$ cat src/rtl/multicycle_control_fsm.sv
// Multicycle MIPS control unit: sequences PC, unified memory, register file and ALU,
// waits on a memory-ready handshake, counts retired instructions and flags illegal ones.
module multicycle_control_fsm #(
    parameter int unsigned CNT_W = 16
) (
    input  logic             clock,
    input  logic             reset,
    input  logic [5:0]       op,
    input  logic [5:0]       func_code,
    input  logic             zero,
    input  logic             mem_ready,
    output logic             pc_write,
    output logic             pc_write_cond,
    output logic [1:0]       pc_source,
    output logic             i_or_d,
    output logic             mem_read,
    output logic             mem_write,
    output logic             ir_write,
    output logic             reg_dst,
    output logic             mem_to_reg,
    output logic             reg_write,
    output logic             alu_src_a,
    output logic [1:0]       alu_src_b,
    output logic [3:0]       alu_ctrl,
    output logic             illegal_instr,
    output logic [CNT_W-1:0] instr_count,
    output logic [3:0]       state
);

    localparam int unsigned STATE_W = 4;
    localparam int unsigned OP_W    = 6;
    localparam int unsigned ALU_W   = 4;

    localparam logic [STATE_W-1:0] S_FETCH     = 4'd0;
    localparam logic [STATE_W-1:0] S_DECODE    = 4'd1;
    localparam logic [STATE_W-1:0] S_MEM_ADDR  = 4'd2;
    localparam logic [STATE_W-1:0] S_MEM_READ  = 4'd3;
    localparam logic [STATE_W-1:0] S_MEM_WB    = 4'd4;
    localparam logic [STATE_W-1:0] S_MEM_WRITE = 4'd5;
    localparam logic [STATE_W-1:0] S_R_EXEC    = 4'd6;
    localparam logic [STATE_W-1:0] S_R_WB      = 4'd7;
    localparam logic [STATE_W-1:0] S_BRANCH    = 4'd8;
    localparam logic [STATE_W-1:0] S_JUMP      = 4'd9;
    localparam logic [STATE_W-1:0] S_I_EXEC    = 4'd10;
    localparam logic [STATE_W-1:0] S_I_WB      = 4'd11;

    localparam logic [OP_W-1:0] OP_RTYPE = 6'b000000;
    localparam logic [OP_W-1:0] OP_LW    = 6'b100011;
    localparam logic [OP_W-1:0] OP_SW    = 6'b101011;
    localparam logic [OP_W-1:0] OP_BEQ   = 6'b000100;
    localparam logic [OP_W-1:0] OP_J     = 6'b000010;
    localparam logic [OP_W-1:0] OP_ADDI  = 6'b001000;

    localparam logic [OP_W-1:0] FN_ADD = 6'b100000;
    localparam logic [OP_W-1:0] FN_SUB = 6'b100010;
    localparam logic [OP_W-1:0] FN_AND = 6'b100100;
    localparam logic [OP_W-1:0] FN_OR  = 6'b100101;
    localparam logic [OP_W-1:0] FN_NOR = 6'b100111;
    localparam logic [OP_W-1:0] FN_SLT = 6'b101010;

    localparam logic [ALU_W-1:0] ALU_AND = 4'b0000;
    localparam logic [ALU_W-1:0] ALU_OR  = 4'b0001;
    localparam logic [ALU_W-1:0] ALU_ADD = 4'b0010;
    localparam logic [ALU_W-1:0] ALU_SUB = 4'b0110;
    localparam logic [ALU_W-1:0] ALU_SLT = 4'b0111;
    localparam logic [ALU_W-1:0] ALU_NOR = 4'b1100;

    logic [STATE_W-1:0] r_state;
    logic [STATE_W-1:0] w_next_state;
    logic [CNT_W-1:0]   r_instr_count;
    logic               r_illegal;
    logic               w_illegal;
    logic               w_retire;
    logic               w_func_ok;
    logic [ALU_W-1:0]   w_func_alu;
    logic               w_pc_write;
    logic               w_pc_write_cond;
    logic               w_mem_read;
    logic               w_mem_write;
    logic               w_ir_write;
    logic               w_reg_write;
    logic               w_unused_zero;

    // zero is combined with pc_write_cond in the datapath, not here
    assign w_unused_zero = zero;

    // R-type funct decode: legality and ALU operation
    always_comb begin
        w_func_ok  = 1'b1;
        w_func_alu = ALU_ADD;
        case (func_code)
            FN_ADD: w_func_alu = ALU_ADD;
            FN_SUB: w_func_alu = ALU_SUB;
            FN_AND: w_func_alu = ALU_AND;
            FN_OR:  w_func_alu = ALU_OR;
            FN_NOR: w_func_alu = ALU_NOR;
            FN_SLT: w_func_alu = ALU_SLT;
            default: begin
                w_func_ok  = 1'b0;
                w_func_alu = ALU_AND;
            end
        endcase
    end

    // Next-state, illegal-instruction and retirement decode
    always_comb begin
        w_next_state = S_FETCH;
        w_illegal    = 1'b0;
        w_retire     = 1'b0;
        case (r_state)
            S_FETCH:     w_next_state = mem_ready ? S_DECODE : S_FETCH;
            S_DECODE: begin
                case (op)
                    OP_RTYPE: begin
                        if (w_func_ok) begin
                            w_next_state = S_R_EXEC;
                        end else begin
                            w_illegal = 1'b1;
                        end
                    end
                    OP_LW, OP_SW: w_next_state = S_MEM_ADDR;
                    OP_BEQ:       w_next_state = S_BRANCH;
                    OP_J:         w_next_state = S_JUMP;
                    OP_ADDI:      w_next_state = S_I_EXEC;
                    default:      w_illegal    = 1'b1;
                endcase
            end
            S_MEM_ADDR:  w_next_state = (op == OP_LW) ? S_MEM_READ : S_MEM_WRITE;
            S_MEM_READ:  w_next_state = mem_ready ? S_MEM_WB : S_MEM_READ;
            S_MEM_WB:    w_retire     = 1'b1;
            S_MEM_WRITE: begin
                w_next_state = mem_ready ? S_FETCH : S_MEM_WRITE;
                w_retire     = mem_ready;
            end
            S_R_EXEC:    w_next_state = S_R_WB;
            S_R_WB:      w_retire     = 1'b1;
            S_BRANCH:    w_retire     = 1'b1;
            S_JUMP:      w_retire     = 1'b1;
            S_I_EXEC:    w_next_state = S_I_WB;
            S_I_WB:      w_retire     = 1'b1;
            default:     w_next_state = S_FETCH;
        endcase
    end

    // Moore datapath controls per state
    always_comb begin
        w_pc_write      = 1'b0;
        w_pc_write_cond = 1'b0;
        pc_source       = 2'b00;
        i_or_d          = 1'b0;
        w_mem_read      = 1'b0;
        w_mem_write     = 1'b0;
        w_ir_write      = 1'b0;
        reg_dst         = 1'b0;
        mem_to_reg      = 1'b0;
        w_reg_write     = 1'b0;
        alu_src_a       = 1'b0;
        alu_src_b       = 2'b00;
        alu_ctrl        = ALU_AND;
        case (r_state)
            S_FETCH: begin
                w_mem_read = 1'b1;
                alu_src_b  = 2'b01;
                alu_ctrl   = ALU_ADD;
                w_ir_write = mem_ready;
                w_pc_write = mem_ready;
            end
            S_DECODE: begin
                alu_src_b = 2'b11;
                alu_ctrl  = ALU_ADD;
            end
            S_MEM_ADDR: begin
                alu_src_a = 1'b1;
                alu_src_b = 2'b10;
                alu_ctrl  = ALU_ADD;
            end
            S_MEM_READ: begin
                w_mem_read = 1'b1;
                i_or_d     = 1'b1;
            end
            S_MEM_WB: begin
                w_reg_write = 1'b1;
                mem_to_reg  = 1'b1;
            end
            S_MEM_WRITE: begin
                w_mem_write = 1'b1;
                i_or_d      = 1'b1;
            end
            S_R_EXEC: begin
                alu_src_a = 1'b1;
                alu_ctrl  = w_func_alu;
            end
            S_R_WB: begin
                w_reg_write = 1'b1;
                reg_dst     = 1'b1;
                alu_ctrl    = w_func_alu;
            end
            S_BRANCH: begin
                alu_src_a       = 1'b1;
                alu_ctrl        = ALU_SUB;
                w_pc_write_cond = 1'b1;
                pc_source       = 2'b01;
            end
            S_JUMP: begin
                w_pc_write = 1'b1;
                pc_source  = 2'b10;
            end
            S_I_EXEC: begin
                alu_src_a = 1'b1;
                alu_src_b = 2'b10;
                alu_ctrl  = ALU_ADD;
            end
            S_I_WB: begin
                w_reg_write = 1'b1;
            end
            default: begin
                alu_ctrl = ALU_AND;
            end
        endcase
    end

    // Strobes held low for the whole time reset is asserted
    assign pc_write      = w_pc_write      & reset;
    assign pc_write_cond = w_pc_write_cond & reset;
    assign mem_read      = w_mem_read      & reset;
    assign mem_write     = w_mem_write     & reset;
    assign ir_write      = w_ir_write      & reset;
    assign reg_write     = w_reg_write     & reset;

    always_ff @(posedge clock or negedge reset) begin
        if (!reset) begin
            r_state       <= S_FETCH;
            r_instr_count <= '0;
            r_illegal     <= 1'b0;
        end else begin
            r_state   <= w_next_state;
            r_illegal <= w_illegal;
            if (w_retire) begin
                r_instr_count <= r_instr_count + CNT_W'(1);
            end
        end
    end

    assign illegal_instr = r_illegal;
    assign instr_count   = r_instr_count;
    assign state         = r_state;

endmodule
$ cat config.mk
export PLATFORM = sky130hd
export DESIGN_NAME = multicycle_control_fsm
export DESIGN_NICKNAME = d
export VERILOG_FILES = /design/src/rtl/multicycle_control_fsm.sv
export SDC_FILE = /design/constraint.sdc
export NUM_CORES = 1
export LEC_CHECK = 0
export ABC_AREA = 1
export CELL_PAD_IN_SITES_DETAIL_PLACEMENT = 0
export CELL_PAD_IN_SITES_GLOBAL_PLACEMENT = 1
export CORE_ASPECT_RATIO = 0.75
export CORE_UTILIZATION = 28
export CTS_BUF_LIST = sky130_fd_sc_hd__clkbuf_2 sky130_fd_sc_hd__clkbuf_4 sky130_fd_sc_hd__clkbuf_8
export CTS_CLUSTER_SIZE = 25
export DETAILED_ROUTE_END_ITERATION = 10
export PLACE_DENSITY = 0.77
export SLEW_MARGIN = 20
export SYNTH_ARGS = -nofsm -noshare
export SYNTH_HDL_FRONTEND = slang
export SYNTH_SLANG_ARGS = --single-unit
$ cat constraint.sdc
create_clock -name clock -period 1.3 [get_ports clock]
set_input_delay 0.26 -clock clock [delete_from_list [all_inputs] [get_ports clock]]
set_output_delay 0.26 -clock clock [all_outputs]
set_load 0.02 [all_outputs]
==> impl_metrics.py, run 1 <==
metrics = {
    "placed_design": {
        "dpl.hpwl_mm": 4.09,
        "io_buffers": 53,
        "post_dp_cell_area_um2": 2810,
        "place_congestion": 0.853,
    },
    "power": {
        "finalPower_mw": 2.10,
        "pwr-share-seq_pct": 36.7,
        "pwr-share-comb_pct": 41.8,
        "ir_drop_mv": 0.356,
        "swShare_pct": 35.6,
        "power.share.clock_pct": 21.5,
        "power_per_cell_area_nw_per_um2": 642,
        "p_sw_mw": 0.746,
        "p_leak_nw": 1.68,
        "internal_power_mw": 1.35,
    },
    "worst_setup_path": {
        "timing.rr.end": "instr_count[6]",
        "endpoint_kind": "primary output",
        "r2r_slack_ns": -0.36,
        "crit_type": "reg2out",
        "cp_num_buf_inv": 3,
        "cpPeakStageDelay_ns": 0.50,
        "worstReg2RegStart": "state[1]",
        "rr_worst_depth": 10,
        "cpMaxStageDelayCell": "dfrtp_2",
        "start_kind": "flip-flop",
        "cpLargestDelayFamily": "flip-flops",
        "critPathMaxFanout": 7,
        "arrival_ns": 1.53,
        "worst_ep_required_time_ns": 1.04,
        "path_cells": "buf_6 > nor2_4 > inv_2 > nor2_4 > o21a_4 > buf_6",
    },
    "timing": {
        "hold_ws_ns": 0.523,
        "setup_viol": 43,
        "max_slew.worst_pin.slew_ns": 0.300,
        "tns_ns": -13.61,
        "relSlewSlack_pct": 79.9,
        "rsz0062_at_grt": "true",
        "fin_crit_ns": 1.79,
        "max_freq_ghz": 0.560,
        "finalHoldViolCount": 0,
        "timing.final.crit_share_pct": 137,
        "fin_skew_ns": 0.00225,
        "slew_violations": 0,
        "finalWorstSetupSlack_ns": -0.487,
    },
    "global_routing": {
        "gr-total-overflow": 0,
        "grt_pass1_vias": 1892,
        "grt_max_degree": 22,
        "grt_pass1_wl_mm": 9.07,
        "track_usage_pct": 18.7,
        "antenna_found_initial": 0,
    },
    "logic_synthesis": {
        "ys_types": 27,
        "synth-main-ff-cell": "dfrtp_1",
        "yosys-top-cells-count": "94 x nand2_1, 48 x nor2_1, 28 x inv_1, 21 x dfrtp_1, 19 x nand3_1",
        "synth_fp_nets": 279,
        "synth.avg_cell_area_um2": 6.20,
        "synth_area_leaders": "dfrtp_1 32%, nand2_1 22%, nor2_1 11%",
        "synth_cells": 262,
        "synth_top_cell_by_area": "dfrtp_1",
        "synth_top_area_share_pct": 32.3,
        "ys_async_sr_fraction_pct": 100,
        "synth_area_um2": 1630,
        "ys_seq_area_share_pct": 32.3,
        "synth_most_common_cell": "nand2_1",
        "synth_edf_count": 0,
        "ys_seq_elements": 21,
        "yosysWarnings": 0,
    },
    "floorplan": {
        "start_util_pct": 29.7,
        "die_height_um": 68.0,
        "dieArea_um2": 6120,
        "io_pins": 55,
        "rows": 23,
        "fp.coreArea_um2": 5470,
        "dieWidth_um": 90.0,
    },
    "final_layout": {
        "multiInputGateArea_um2": 1240,
        "n_fill_cell": 491,
        "nets": 412,
        "area_growth_pct": 101,
        "n_antenna_cell": 0,
        "drive_above_1_share_pct": 46.2,
        "fin_area_um2": 3270,
        "final-seq-area_um2": 533,
    },
    "detailed_routing": {
        "drt_iter0_drc": 106,
        "wire_per_inst_um": 12.3,
        "first_pass_iters": 4,
        "routed_wl_mm": 5.77,
        "dr_total_vias": 2078,
        "ant_nets": 0,
        "drc": 0,
        "viasPerCell": 4.43,
    },
    "cts": {
        "clockRootBuffer": "clkbuf_8",
        "cts_buffer_depth": 2,
        "clkLatencyLatePin_ns": 0.27,
        "cts_tree": "yes",
        "htree_levels": 1,
        "clock-sinks": 21,
        "cts_buffers": 3,
        "clk_pin_slew_ns": 0.08,
    },
    "status": {
        "violations": "setup timing",
        "outcome": "finished with violations",
    },
    "job": {
        "max-cap-violations": 0,
    },
    "min_path": {
        "worstHoldPathType": "in2async",
    },
}
registers in the layout, indices dropped and copies added, names as in the netlist:
signal         flops
instr_count       16
state              4
illegal_instr      1
worst register-to-register path: stages (launching register included):
cell     delay [ns]
dfrtp_2        0.50
buf_6          0.16
nor2_4         0.14
nand2_4        0.09
buf_4          0.15
o22ai_4        0.12
buf_6          0.13
nor2_4         0.03
buf_12         0.14
nand2_1        0.07
nand2_1        0.04
cell families (layout without fill, tap and decap cells):
group           after synthesis  count (layout)  share of synthesized area [%]
fa+ha+maj                     1               1                          0.770
simple gates                182             182                           47.1
compound gates               12              12                           4.93
xor+xnor                     10              10                           5.39
buf+inv                      36             168                           9.47
flops                        21              21                           32.3
power by group through the flow:
| stage | Combinational (mW) | Sequential (mW) | Clock (mW) |
|---|---|---|---|
| final | 0.877 | 0.770 | 0.450 |
| after global routing | 0.955 | 0.781 | 0.488 |
| after CTS | 0.805 | 0.767 | 0.462 |
| after detailed placement | 0.751 | 0.780 | 0 |
| after global placement | 0.740 | 0.782 | 0 |
| after floorplan | 0.262 | 0.848 | 0 |
metal layers:
layer	GRT usage (%)	routed length [um]
met4	3.23	80
met3	2.89	147
met1	25.7	2820
met5	0	0
met2	31.8	2720
cell type report:
class,count,area share (%)
Clock buffer,3,1.26
Clock inverter,1,0.153
Inverter,33,4.10
Multi-Input combinational cell,205,38.1
Sequential cell,21,16.3
Tap cell,75,2.87
Timing Repair Buffer,131,37.2
placed cells by master (no fill, tap or decap), drive strengths merged, types with 2 or more instances in the layout:
cell | Yosys | routed
a21oi | 4 | 4
buf | 3 | 100
clkbuf | 0 | 4
clkdlybuf4s15 | 0 | 6
clkdlybuf4s50 | 0 | 9
dfrtp | 21 | 21
dlygate4sd2 | 0 | 12
dlymetal6s2s | 0 | 3
inv | 33 | 33
nand2 | 97 | 97
nand3 | 19 | 19
nand4 | 6 | 6
nor2 | 52 | 52
nor3 | 7 | 7
o21ai | 3 | 3
o22ai | 2 | 2
xnor2 | 5 | 5
xor2 | 5 | 5
worst max-delay path by stage:
| stage | cells after the start | to | slack, ns | startpoint |
|---|---|---|---|---|
| final | 6 | pc_write | -0.49 | state[1] |
| after global routing | 6 | pc_write | -0.52 | state[1] |
| after CTS | 6 | alu_ctrl[0] | -0.42 | state[3] |
| after detailed placement | 8 | alu_ctrl[2] | -0.94 | func_code[0] |
| after global placement | 8 | alu_ctrl[2] | -0.88 | func_code[5] |
| after floorplan | 8 | reg_write | -0.25 | state[1] |
timing repair:
item	in CTS	in global routing
pin swaps	18	26
resized for setup	191	55
setup buffers	11	10
gates cloned	0	0
hold buffers	0	0
endpoints found under the setup margin	60	50
stage by stage:
stage	utilization, %	setup slack, ns	instances
final	59.7	-0.487	469
after floorplan	-	-0.252	262
after global placement	51.5	-0.882	452
after CTS	56.4	-0.423	467
after detailed placement	51.5	-0.940	452
after global routing	59.7	-0.517	469
No activity file was read; power rests on OpenSTA's default activity.
==> run 2, diff against run 1 <==
--- a/config.mk
+++ b/config.mk
@@ -6,14 +6,15 @@
 export NUM_CORES = 1
 export LEC_CHECK = 0
 export ABC_AREA = 1
+export CAP_MARGIN = 10
 export CELL_PAD_IN_SITES_DETAIL_PLACEMENT = 0
 export CELL_PAD_IN_SITES_GLOBAL_PLACEMENT = 1
 export CORE_ASPECT_RATIO = 0.75
-export CORE_UTILIZATION = 28
+export CORE_UTILIZATION = 32
 export CTS_BUF_LIST = sky130_fd_sc_hd__clkbuf_2 sky130_fd_sc_hd__clkbuf_4 sky130_fd_sc_hd__clkbuf_8
 export CTS_CLUSTER_SIZE = 25
 export DETAILED_ROUTE_END_ITERATION = 10
-export PLACE_DENSITY = 0.77
+export PLACE_DENSITY = 0.83
 export SLEW_MARGIN = 20
 export SYNTH_ARGS = -nofsm -noshare
 export SYNTH_HDL_FRONTEND = slang
==> constraint.sdc (replaced) <==
create_clock -name clock -period 1.97 [get_ports clock]
set_input_delay 0.394 -clock clock [delete_from_list [all_inputs] [get_ports clock]]
set_output_delay 0.394 -clock clock [all_outputs]
set_load 0.02 [all_outputs]
==> run 2 against run 1 <==
  * Clock power shrank 34%
  * Sequential share of layout area grew 4.5 points
  * Combinational power shrank 54%
  * Non-clock buffer count shrank 43
  * Global-route usage is essentially flat
  * Largest cell class unchanged
  * Clock skew shrank 0.00065 ns
  * Register-to-register slack gained 0.72 ns
  * Critical path depth shrank 2
  * Flip-flop and latch count is the same
  * The flow finishes with violations (DRC)
==> impl_metrics.py, run 2 (synthesized netlist as in run 1, its figures left out) <==
metrics = {
    "worst_setup_path": {
        "r2r_slack_ns": 0.36,
        "timing.rr.end": "instr_count[12]",
        "crit_type": "reg2out",
        "arrival_ns": 1.52,
        "start_kind": "flip-flop",
        "worstReg2RegStart": "state[1]",
        "critPathMaxFanout": 6,
        "cp-startpoint": "state[2]",
        "path_cells": "inv_2 > nand2_2 > nor2_1 > dlygate4sd2_1",
        "worst_ep_required_time_ns": 1.58,
        "cpMaxStageDelayCell": "dfrtp_1",
        "rr_worst_depth": 9,
        "cpPeakStageDelay_ns": 0.41,
        "endpoint_kind": "primary output",
        "cp-endpoint": "pc_source[0]",
    },
    "timing": {
        "relSlewSlack_pct": 69.9,
        "tns_ns": 0,
        "slew_violations": 0,
        "max_slew.worst_pin.slew_ns": 0.450,
        "finalHoldViolCount": 0,
        "fin_skew_ns": 0.00160,
        "timing.final.crit_share_pct": 97.2,
        "setup_viol": 0,
        "fin_crit_ns": 1.91,
        "rsz0062_at_grt": "true",
        "max_freq_ghz": 0.522,
    },
    "final_layout": {
        "final_common_cell": "nand2_1",
        "final_util_pct": 51.7,
        "nets": 369,
        "drive_above_1_share_pct": 23.6,
        "stdcell_count": 411,
        "largest_reg_flops": 16,
        "layout_common_cells": "92 x nand2_1, 39 x nor2_1, 37 x buf_4",
        "area_growth_pct": 55.9,
        "n_antenna_cell": 0,
        "fin_area_um2": 2530,
    },
    "cts": {
        "clock-sinks": 21,
        "cts_buffers": 3,
        "cts_tree": "yes",
        "clkLatencyLatePin_ns": 0.26,
        "clk_pin_slew_ns": 0.07,
        "htree_levels": 1,
        "cts_buffer_depth": 2,
        "clockRootBuffer": "clkbuf_8",
    },
    "detailed_routing": {
        "ant_nets": 0,
        "viasPerCell": 4.53,
        "wire_per_inst_um": 11.2,
        "dr_total_vias": 1860,
        "drc": 6,
        "first_pass_iters": 7,
        "drt_iter0_drc": 89,
        "routed_wl_mm": 4.62,
    },
    "power": {
        "power_per_cell_area_nw_per_um2": 478,
        "pwr-share-comb_pct": 33.0,
        "ir_drop_mv": 0.242,
        "power.share.clock_pct": 24.6,
        "pwr-share-seq_pct": 42.4,
        "internal_power_mw": 0.810,
        "p_sw_mw": 0.401,
        "finalPower_mw": 1.21,
        "swShare_pct": 33.1,
        "p_leak_nw": 1.34,
    },
    "floorplan": {
        "io_pins": 55,
        "fp.coreArea_um2": 4900,
        "die_height_um": 63.7,
        "start_util_pct": 33.2,
        "dieArea_um2": 5370,
        "rows": 22,
        "dieWidth_um": 84.3,
    },
    "placed_design": {
        "dpl.hpwl_mm": 3.62,
        "dp_cells": 404,
        "io_buffers": 53,
        "place_congestion": 0.839,
        "post_dp_cell_area_um2": 2450,
    },
    "global_routing": {
        "grt_pass1_vias": 1726,
        "gr-total-overflow": 0,
        "track_usage_pct": 18.7,
        "antenna_found_initial": 0,
        "grt_max_degree": 22,
        "grt_pass1_wl_mm": 8.02,
    },
    "status": {
        "outcome": "finished with violations",
        "violations": "DRC",
    },
    "job": {
        "max-cap-violations": 0,
    },
    "min_path": {
        "worstHoldPathType": "reg2reg",
    },
}
[run 2: cell types whose count changed in the layout (fill, tap and decap cells not counted), moves of 6 or more]
| cell | previous run | this run |
|---|---|---|
| inv_1 | 19 | 25 |
| buf_6 | 37 | 1 |
| buf_2 | 0 | 8 |
| nor2_1 | 30 | 39 |
| nand2_1 | 82 | 92 |
| buf_4 | 61 | 37 |
| nand2_2 | 10 | 4 |
| clkdlybuf4s50_1 | 9 | 29 |
| nor2_4 | 15 | 4 |
| dlygate4sd2_1 | 12 | 4 |
[run 2: area by class of cell]
type	count	area [um^2]
Fill cell	512	2370
Multi-Input combinational cell	205	998
Timing Repair Buffer	88	761
Sequential cell	21	527
Inverter	33	124
Tap cell	60	75.1
Clock buffer	4	48.8
[run 2: critical path: cells and delay by family, from the launching register on]
family        cells  cell delay [ns]
buf+inv           2             0.46
simple gates      2             0.39
flops             1             0.41
[run 2: per-layer routing]
metal	vias to the layer above	track usage, %	routed length (um)
li1	994	-	-
met3	4	3.15	211
met5	-	0	0
met4	0	3.45	19
met2	44	27.6	1950
met1	818	28.4	2440
[run 2: what timing repair did]
action,4_1_cts,5_1_grt
setup endpoints to repair,19,13
endpoints found under the hold margin,0,0
setup buffers,2,1
hold buffers,0,0
pin swaps,0,6
gates cloned,0,0
gates resized for setup,53,30
[run 2: through the flow]
| step | setup slack (ns) | hold WS, ns |
|---|---|---|
| 2_1_floorplan | 0.0902 | 0.0984 |
| 3_3_place_gp | -0.496 | 0.521 |
| 3_5_place_dp | -0.515 | 0.532 |
| 4_1_cts | -0.0174 | 0.551 |
| 5_1_grt | -0.0298 | 0.571 |
| 6_report | 0.0558 | 0.551 |
[run 2: worst min-delay path by stage]
stage | startpoint | end | slack (ns) | cells past startpoint
finish | instr_count[1] | instr_count[1] | 0.55 | 2
global route | instr_count[15] | instr_count[15] | 0.57 | 2
CTS | instr_count[1] | instr_count[1] | 0.55 | 2
detailed placement | instr_count[1] | instr_count[1] | 0.53 | 2
global placement | instr_count[15] | instr_count[15] | 0.52 | 2
floorplan | reset | illegal_instr | 0.1 | 0
[run 2: power groups by stage]
stage	Clock (mW)	Sequential, mW	Combinational (mW)
floorplan	0	0.558	0.151
global route	0.330	0.521	0.438
detailed placement	0	0.522	0.404
CTS	0.309	0.514	0.399
finish	0.298	0.514	0.400
global placement	0	0.521	0.402
